### src/rtl/freq_monitor_pkg.sv
`default_nettype none
// +--------------------------------------------------------------------+
// | freq_monitor_pkg: state/class encodings shared by freq_monitor.     |
// | Rev 1.0                                                             |
// +--------------------------------------------------------------------+
package freq_monitor_pkg;

  typedef enum logic [2:0] {
    INIT    = 3'd0,
    WAIT    = 3'd1,
    LOCKED  = 3'd2,
    FAULT   = 3'd3,
    STOPPED = 3'd4
  } state_t;

  typedef enum logic [1:0] {
    ZERO = 2'd0,
    IN   = 2'd1,
    OUT  = 2'd2
  } class_t;

  function automatic int unsigned max_u(input int unsigned a, input int unsigned b);
    return (a > b) ? a : b;
  endfunction

endpackage
`default_nettype wire

### src/rtl/freq_monitor_hyst.sv
`default_nettype none
// +--------------------------------------------------------------------+
// | freq_monitor_hyst: lock/fault/stopped FSM with hysteresis counters. |
// | Rev 1.0                                                             |
// +--------------------------------------------------------------------+
module freq_monitor_hyst
  import freq_monitor_pkg::*;
#(
  parameter int unsigned LOCK_CNT   = 4,
  parameter int unsigned UNLOCK_CNT = 2
) (
  input  logic   clk,
  input  logic   reset_n,
  input  logic   arm_i,
  input  logic   stb_i,
  input  class_t cls_i,
  output state_t state_o,
  output logic   change_o
);

  localparam int unsigned   CW         = $clog2(max_u(LOCK_CNT, UNLOCK_CNT) + 1);
  localparam logic [CW-1:0] CNT_ONE    = CW'(1);
  localparam logic [CW-1:0] CNT_SAT    = '1;
  localparam logic [CW-1:0] CNT_LOCK   = CW'(LOCK_CNT);
  localparam logic [CW-1:0] CNT_UNLOCK = CW'(UNLOCK_CNT);

  state_t          state_q, state_d;
  logic [CW-1:0]   in_q, in_d, out_q, out_d;
  logic [CW-1:0]   in_inc, out_inc;
  logic            change_q;

  always_comb begin
    state_d = state_q;
    in_d    = in_q;
    out_d   = out_q;
    in_inc  = (in_q == CNT_SAT) ? in_q : in_q + CNT_ONE;
    out_inc = (out_q == CNT_SAT) ? out_q : out_q + CNT_ONE;
    if (stb_i || arm_i) begin
      case (state_q)
        INIT: state_d = WAIT;
        WAIT, FAULT: begin
          if (cls_i == ZERO) begin
            state_d = STOPPED;
          end else if (cls_i == IN) begin
            in_d = in_inc;
            if (in_inc >= CNT_LOCK) state_d = LOCKED;
          end else begin
            in_d = '0;
          end
        end
        LOCKED: begin
          if (cls_i == ZERO) begin
            state_d = STOPPED;
          end else if (cls_i == OUT) begin
            out_d = out_inc;
            if (out_inc >= CNT_UNLOCK) state_d = FAULT;
          end else begin
            out_d = '0;
          end
        end
        STOPPED: begin
          // Leaving STOPPED the waking sample already counts towards lock.
          out_d = '0;
          if (cls_i == IN && CNT_ONE >= CNT_LOCK) begin
            state_d = LOCKED;
            in_d    = '0;
          end else begin
            state_d = WAIT;
            in_d    = (cls_i == IN) ? CNT_ONE : '0;
          end
        end
        default: state_d = INIT;
      endcase
    end
    if (state_d != state_q && state_q != STOPPED) begin
      in_d  = '0;
      out_d = '0;
    end
  end

  always_ff @(posedge clk or negedge reset_n) begin
    if (!reset_n) begin
      state_q  <= INIT;
      in_q     <= '0;
      out_q    <= '0;
      change_q <= 1'b0;
    end else begin
      state_q  <= state_d;
      in_q     <= in_d;
      out_q    <= out_d;
      change_q <= (state_d != state_q);
    end
  end

  assign state_o  = state_q;
  assign change_o = change_q;

endmodule
`default_nettype wire

### src/rtl/freq_monitor.sv
`default_nettype none
// +--------------------------------------------------------------------+
// | freq_monitor: samples the estimator once per period, qualifies it,  |
// | tracks lock status and min/max statistics.          Rev 1.0         |
// +--------------------------------------------------------------------+
module freq_monitor
  import freq_monitor_pkg::*;
#(
  parameter int unsigned  PERIOD     = 1000,
  parameter int unsigned  FACTOR     = 2,
  parameter int unsigned  FMIN       = 900,
  parameter int unsigned  FMAX       = 1100,
  parameter int unsigned  SKIP       = 2,
  parameter int unsigned  LOCK_CNT   = 4,
  parameter int unsigned  UNLOCK_CNT = 2,
  localparam int unsigned FW         = $clog2(FACTOR * PERIOD)
) (
  input  logic          reset_n,
  input  logic          clk,
  input  logic [FW-1:0] frequency,
  input  logic          stat_clr,
  output logic [2:0]    status,
  output logic          locked,
  output logic          change,
  output logic [FW-1:0] freq_last,
  output logic [FW-1:0] freq_min,
  output logic [FW-1:0] freq_max
);

  localparam int unsigned   TW     = (PERIOD > 1) ? $clog2(PERIOD) : 1;
  localparam int unsigned   SW     = (SKIP > 0) ? $clog2(SKIP + 1) : 1;
  localparam logic [TW-1:0] TMR_END = TW'(PERIOD - 1);
  localparam logic [TW-1:0] TMR_ONE = TW'(1);
  localparam logic [SW-1:0] SKIP_N  = SW'(SKIP);
  localparam logic [SW-1:0] SKIP_ONE = SW'(1);
  localparam logic [FW-1:0] FMIN_W  = FW'(FMIN);
  localparam logic [FW-1:0] FMAX_W  = FW'(FMAX);

  if (FMIN == 0 || FMIN > FMAX) begin : g_chk_fmin
    $error("freq_monitor: need 0 < FMIN <= FMAX");
  end
  if (64'(FMAX) >= (64'd1 << FW)) begin : g_chk_fmax
    $error("freq_monitor: FMAX does not fit in FW bits");
  end
  if (PERIOD == 0) begin : g_chk_period
    $error("freq_monitor: PERIOD must be > 0");
  end

  logic [TW-1:0] tmr_q, tmr_d;
  logic [SW-1:0] skip_q, skip_d;
  logic [FW-1:0] last_q, last_d, min_q, min_d, max_q, max_d;
  logic          smp_stb, skip_done, qual, arm;
  class_t        cls;
  state_t        state;

  assign smp_stb   = (tmr_q == TMR_END);
  assign skip_done = (skip_q == SKIP_N);
  assign qual      = smp_stb && skip_done;

  // The SKIP-th sample releases INIT but is itself discarded.
  if (SKIP > 0) begin : g_arm
    assign arm = smp_stb && (skip_q == SKIP_N - SKIP_ONE);
  end else begin : g_no_arm
    assign arm = 1'b0;
  end

  always_comb begin
    if (frequency == '0)                               cls = ZERO;
    else if (frequency >= FMIN_W && frequency <= FMAX_W) cls = IN;
    else                                               cls = OUT;
  end

  always_comb begin
    tmr_d  = smp_stb ? '0 : tmr_q + TMR_ONE;
    skip_d = (smp_stb && !skip_done) ? skip_q + SKIP_ONE : skip_q;
    last_d = smp_stb ? frequency : last_q;
    min_d  = min_q;
    max_d  = max_q;
    if (qual) begin
      if (stat_clr) begin
        min_d = frequency;
        max_d = frequency;
      end else begin
        if (frequency < min_q) min_d = frequency;
        if (frequency > max_q) max_d = frequency;
      end
    end else if (stat_clr) begin
      min_d = '1;
      max_d = '0;
    end
  end

  always_ff @(posedge clk or negedge reset_n) begin
    if (!reset_n) begin
      tmr_q  <= '0;
      skip_q <= '0;
      last_q <= '0;
      min_q  <= '1;
      max_q  <= '0;
    end else begin
      tmr_q  <= tmr_d;
      skip_q <= skip_d;
      last_q <= last_d;
      min_q  <= min_d;
      max_q  <= max_d;
    end
  end

  freq_monitor_hyst #(
    .LOCK_CNT  (LOCK_CNT),
    .UNLOCK_CNT(UNLOCK_CNT)
  ) u_hyst (
    .clk     (clk),
    .reset_n (reset_n),
    .arm_i   (arm),
    .stb_i   (qual),
    .cls_i   (cls),
    .state_o (state),
    .change_o(change)
  );

  assign status    = state;
  assign locked    = (state == LOCKED);
  assign freq_last = last_q;
  assign freq_min  = min_q;
  assign freq_max  = max_q;

endmodule
`default_nettype wire

### config.mk
export PLATFORM = sky130hd
export DESIGN_NAME = freq_monitor
export DESIGN_NICKNAME = d
export VERILOG_FILES = /design/src/rtl/freq_monitor_pkg.sv /design/src/rtl/freq_monitor_hyst.sv /design/src/rtl/freq_monitor.sv
export SDC_FILE = /design/constraint.sdc
export NUM_CORES = 1
export LEC_CHECK = 0
export BUFFER_PORTS_ARGS = -buffer_cell sky130_fd_sc_hd__clkbuf_2
export CORE_MARGIN = 2
export CORE_UTILIZATION = 40
export CTS_BUF_LIST = sky130_fd_sc_hd__clkbuf_2 sky130_fd_sc_hd__clkbuf_4 sky130_fd_sc_hd__clkbuf_8
export DETAILED_ROUTE_END_ITERATION = 12
export GPL_TIMING_DRIVEN = 0
export RECOVER_POWER = 50
export SYNTH_ARGS = -nofsm -noshare
export SYNTH_HDL_FRONTEND = slang
export SYNTH_SLANG_ARGS = --single-unit
### constraint.sdc
create_clock -name clk -period 2.91 [get_ports clk]
set_input_delay 0 -clock clk [delete_from_list [all_inputs] [get_ports clk]]
set_output_delay 0 -clock clk [all_outputs]
set_load 0.01 [all_outputs]
==> results.cfg <==
[status]
run_status = complete, no violations

[detailed_routing]
final_antenna_net_count = 0
route.detailed.vias_per_inst = 5.16
wirelength_um = 6360
drcViolationCount = 0
dr.pass1.iters = 4
dr.first_iter.drc_count = 58
wl_per_cell_um = 14.7
vias = 2235

[setup_path]
r2r_slack_ps = 390
crit_fanout = 10
timing.critical_path.to = freq_min[9]
crit-reg2reg-capture = freq_min[9]
worst-endpoint-required_ps = 3160
slowest_delay_ps = 550
worst_ep_arrival_time_ps = 2770
worst_r2r_path_depth = 9
startpoint_type = flop
startpoint = freq_min[10]
cpMaxStageDelayCell = sky130_fd_sc_hd__dfstp_2
r2r_start = freq_min[10]
worst_path_cell_trace = inv_1, ha_1, a2111o_1, a21oi_1, o21ai_0, a31oi_1, a21o_1, clkbuf_1, o22a_1
critical_path_depth = 9
end_kind = flop
path_class = reg -> reg
path_buf_inv = 2
worst_path_dominant_cell_family = compound AO/OA/AOI/OAI gates

[timing]
final-hold-violation-count = 0
fin_setup_tns_ps = 0
setup_ws_ps = 388
timing.slew.headroom = 0.330
finalClockSkew_ps = 8.34
max_slew.worst_pin.slew_ps = 1010
max_freq_mhz = 397
final_period_util = 0.867
setup_viols_final = 0
grt_setup_unrepaired = false
period_minus_slack_ps = 2520
timing.hold.ws_ps = 35.6
drv_slew = 0

[floorplan]
floorplan.die_area_um2 = 8110
initial_utilization = 0.411
floorplan.io_pins = 52
fp.dieW_um = 90.1
placementRows = 31
core_region_area_um2 = 7210
die_h_um = 90.1

[final_layout]
drive_above_1_share = 0.207
final_cell_count_without_fillers = 433
multi_input_comb_area_um2 = 1440
syn2layout_area_growth_pct = 15.3
final_util = 0.473
regArea_um2 = 1390
finish.net_count = 373
antenna_cells = 0
fillCellCount = 703

[clock_tree]
cts_num_sinks = 55
clock_tree.htree_level_count = 2
number_of_cells_upsized_or_downsized_after_cts = 0
worst_skew_pair_latency_ps = 310
cts_clk_pin_slew_worst_paths_ps = 90
numCtsBuffers = 5
clock_tree.buffer_depth = 2
root_buffer = sky130_fd_sc_hd__clkbuf_8
tritoncts = built
post_cts_buffers = 0
cts.hold.buffers_added = 0

[synth]
seq_area_frac_synth = 0.469
ys_top_cells_by_area = sky130_fd_sc_hd__dfrtp_1, sky130_fd_sc_hd__ha_1, sky130_fd_sc_hd__dfstp_2
yosys.cell_types.count = 47
synth_edf_count = 0
synth-main-ff-cell = sky130_fd_sc_hd__dfrtp_1
post_synthesis_sequential_element_count = 55
syn_inst = 273
yosys_warnings = 0
syn_avg_cell_area_um2 = 10.9
syn_nets = 313
synth_largest_type_area_fraction = 0.372
synth.cell_area_um2 = 2960
synth-async-reset-ratio = 1.00
post-synth-top-area-cell = sky130_fd_sc_hd__dfrtp_1

[power]
cellInternalPower_mw = 0.956
p_sw_mw = 0.304
cellLeakagePower_nw = 1.64
logic_gate_share_of_total_power = 0.067
seqPwrFrac = 0.608
swShare = 0.241
power.share.clock = 0.325
power.density_nw_per_um2 = 369
worst_vdd_rail_ir_drop_uv = 312

[place]
dpl.cell_count = 423
hpwlAfterDp_um = 4570
gpl.final_weighted_congestion = 0.845
dpl_worst_slack_ps = 365
portBuffers = 51

[grt]
global_route.usage.total = 0.167
grt_use_met1 = 0.237
grt_util_met3 = 0.0369
met2_usage = 0.261
antenna_violations_before_repair = 0
global_route_wire_length_before_repair_um = 11000
globalRoute.busiestLayer = met2
grt_remaining_overflow = 0
grt_pass1_vias = 2217
grt_start_max_net_pins = 56

[job]
max_cap_viol_count = 0

[hold_path]
timing.hold.worst.class = in -> reg
sequential cells by signal (all words and copies together) (netlist names):
register	flops
freq_last	11
u_hyst.out_q	3
u_hyst.state_o	3
u_hyst.in_q	3
skip_q	2
freq_min	11
freq_max	11
u_hyst.change_o	1
tmr_q	10
power by group through the flow:
| stage | combinational, mW | sequential [mW] | clock, mW |
|---|---|---|---|
| floorplan | 0.0318 | 0.780 | 0 |
| global placement | 0.0833 | 0.780 | 0 |
| detailed placement | 0.0844 | 0.780 | 0 |
| CTS | 0.0850 | 0.766 | 0.432 |
| global route | 0.0955 | 0.766 | 0.467 |
| finish | 0.0840 | 0.766 | 0.410 |
layout make-up:
type / count / share of cell area
Buffer: 8 / 0.00952
Clock buffer: 5 / 0.0201
Clock inverter: 3 / 0.00440
Inverter: 27 / 0.0297
Multi-Input combinational cell: 183 / 0.421
Sequential cell: 55 / 0.407
Tap cell: 99 / 0.0363
Timing Repair Buffer: 53 / 0.0718
stage by stage:
step	instance area, µm²	power (mW)
after floorplan	2960	0.812
after global placement	3340	0.863
after detailed placement	3340	0.865
after CTS	3430	1.28
after global routing	3420	1.33
final	3420	1.26
synth_stat cells, types with 5 or more instances:
master	instances
sky130_fd_sc_hd__o31ai_1	5
sky130_fd_sc_hd__inv_1	27
sky130_fd_sc_hd__and2_1	5
sky130_fd_sc_hd__ha_1	26
sky130_fd_sc_hd__a21oi_1	8
sky130_fd_sc_hd__nor2_1	16
sky130_fd_sc_hd__clkbuf_1	5
sky130_fd_sc_hd__dfstp_2	11
sky130_fd_sc_hd__nand3_1	7
sky130_fd_sc_hd__o22a_1	11
sky130_fd_sc_hd__o21ai_0	11
sky130_fd_sc_hd__dfrtp_1	44
sky130_fd_sc_hd__nand2b_1	6
sky130_fd_sc_hd__mux2_2	12
sky130_fd_sc_hd__nand2_1	6
sky130_fd_sc_hd__a22o_1	13
worst min path at each step:
stage	cells past startpoint	start	to	slack, ps
detailed placement	2	frequency[10]	freq_min[10]	350
global route	2	frequency[2]	freq_min[2]	30
CTS	2	frequency[10]	freq_min[10]	20
global placement	2	frequency[10]	freq_min[10]	340
finish	2	frequency[10]	freq_min[10]	40
floorplan	0	reset_n	freq_last[0]	-300
cell usage in the layout, fill, tap and decap left out, drive strengths merged, types with 7 or more instances in the layout:
cell type and n:
a22o 13, dfrtp 44, mux2 12, dfstp 11
ha 26, o21ai 13, nand3 7, o22a 11
inv 27, a21oi 8, clkbuf 62, nor2 16
layer usage:
metal | vias to the layer above | share of wire
li1 | 1124 | -
met5 | - | 0
met2 | 34 | 0.46
met3 | 6 | 0.041
met1 | 1071 | 0.49
met4 | 0 | 0.010
cells by family after synthesis:
group           Yosys count  synth area share
fa+ha+maj                26             0.110
xor+xnor                  7            0.0207
compound gates           74             0.186
flops                    55             0.469
buf+inv                  35            0.0452
simple gates             64             0.124
mux                      12            0.0456
Power figures use the tool's default switching activity.
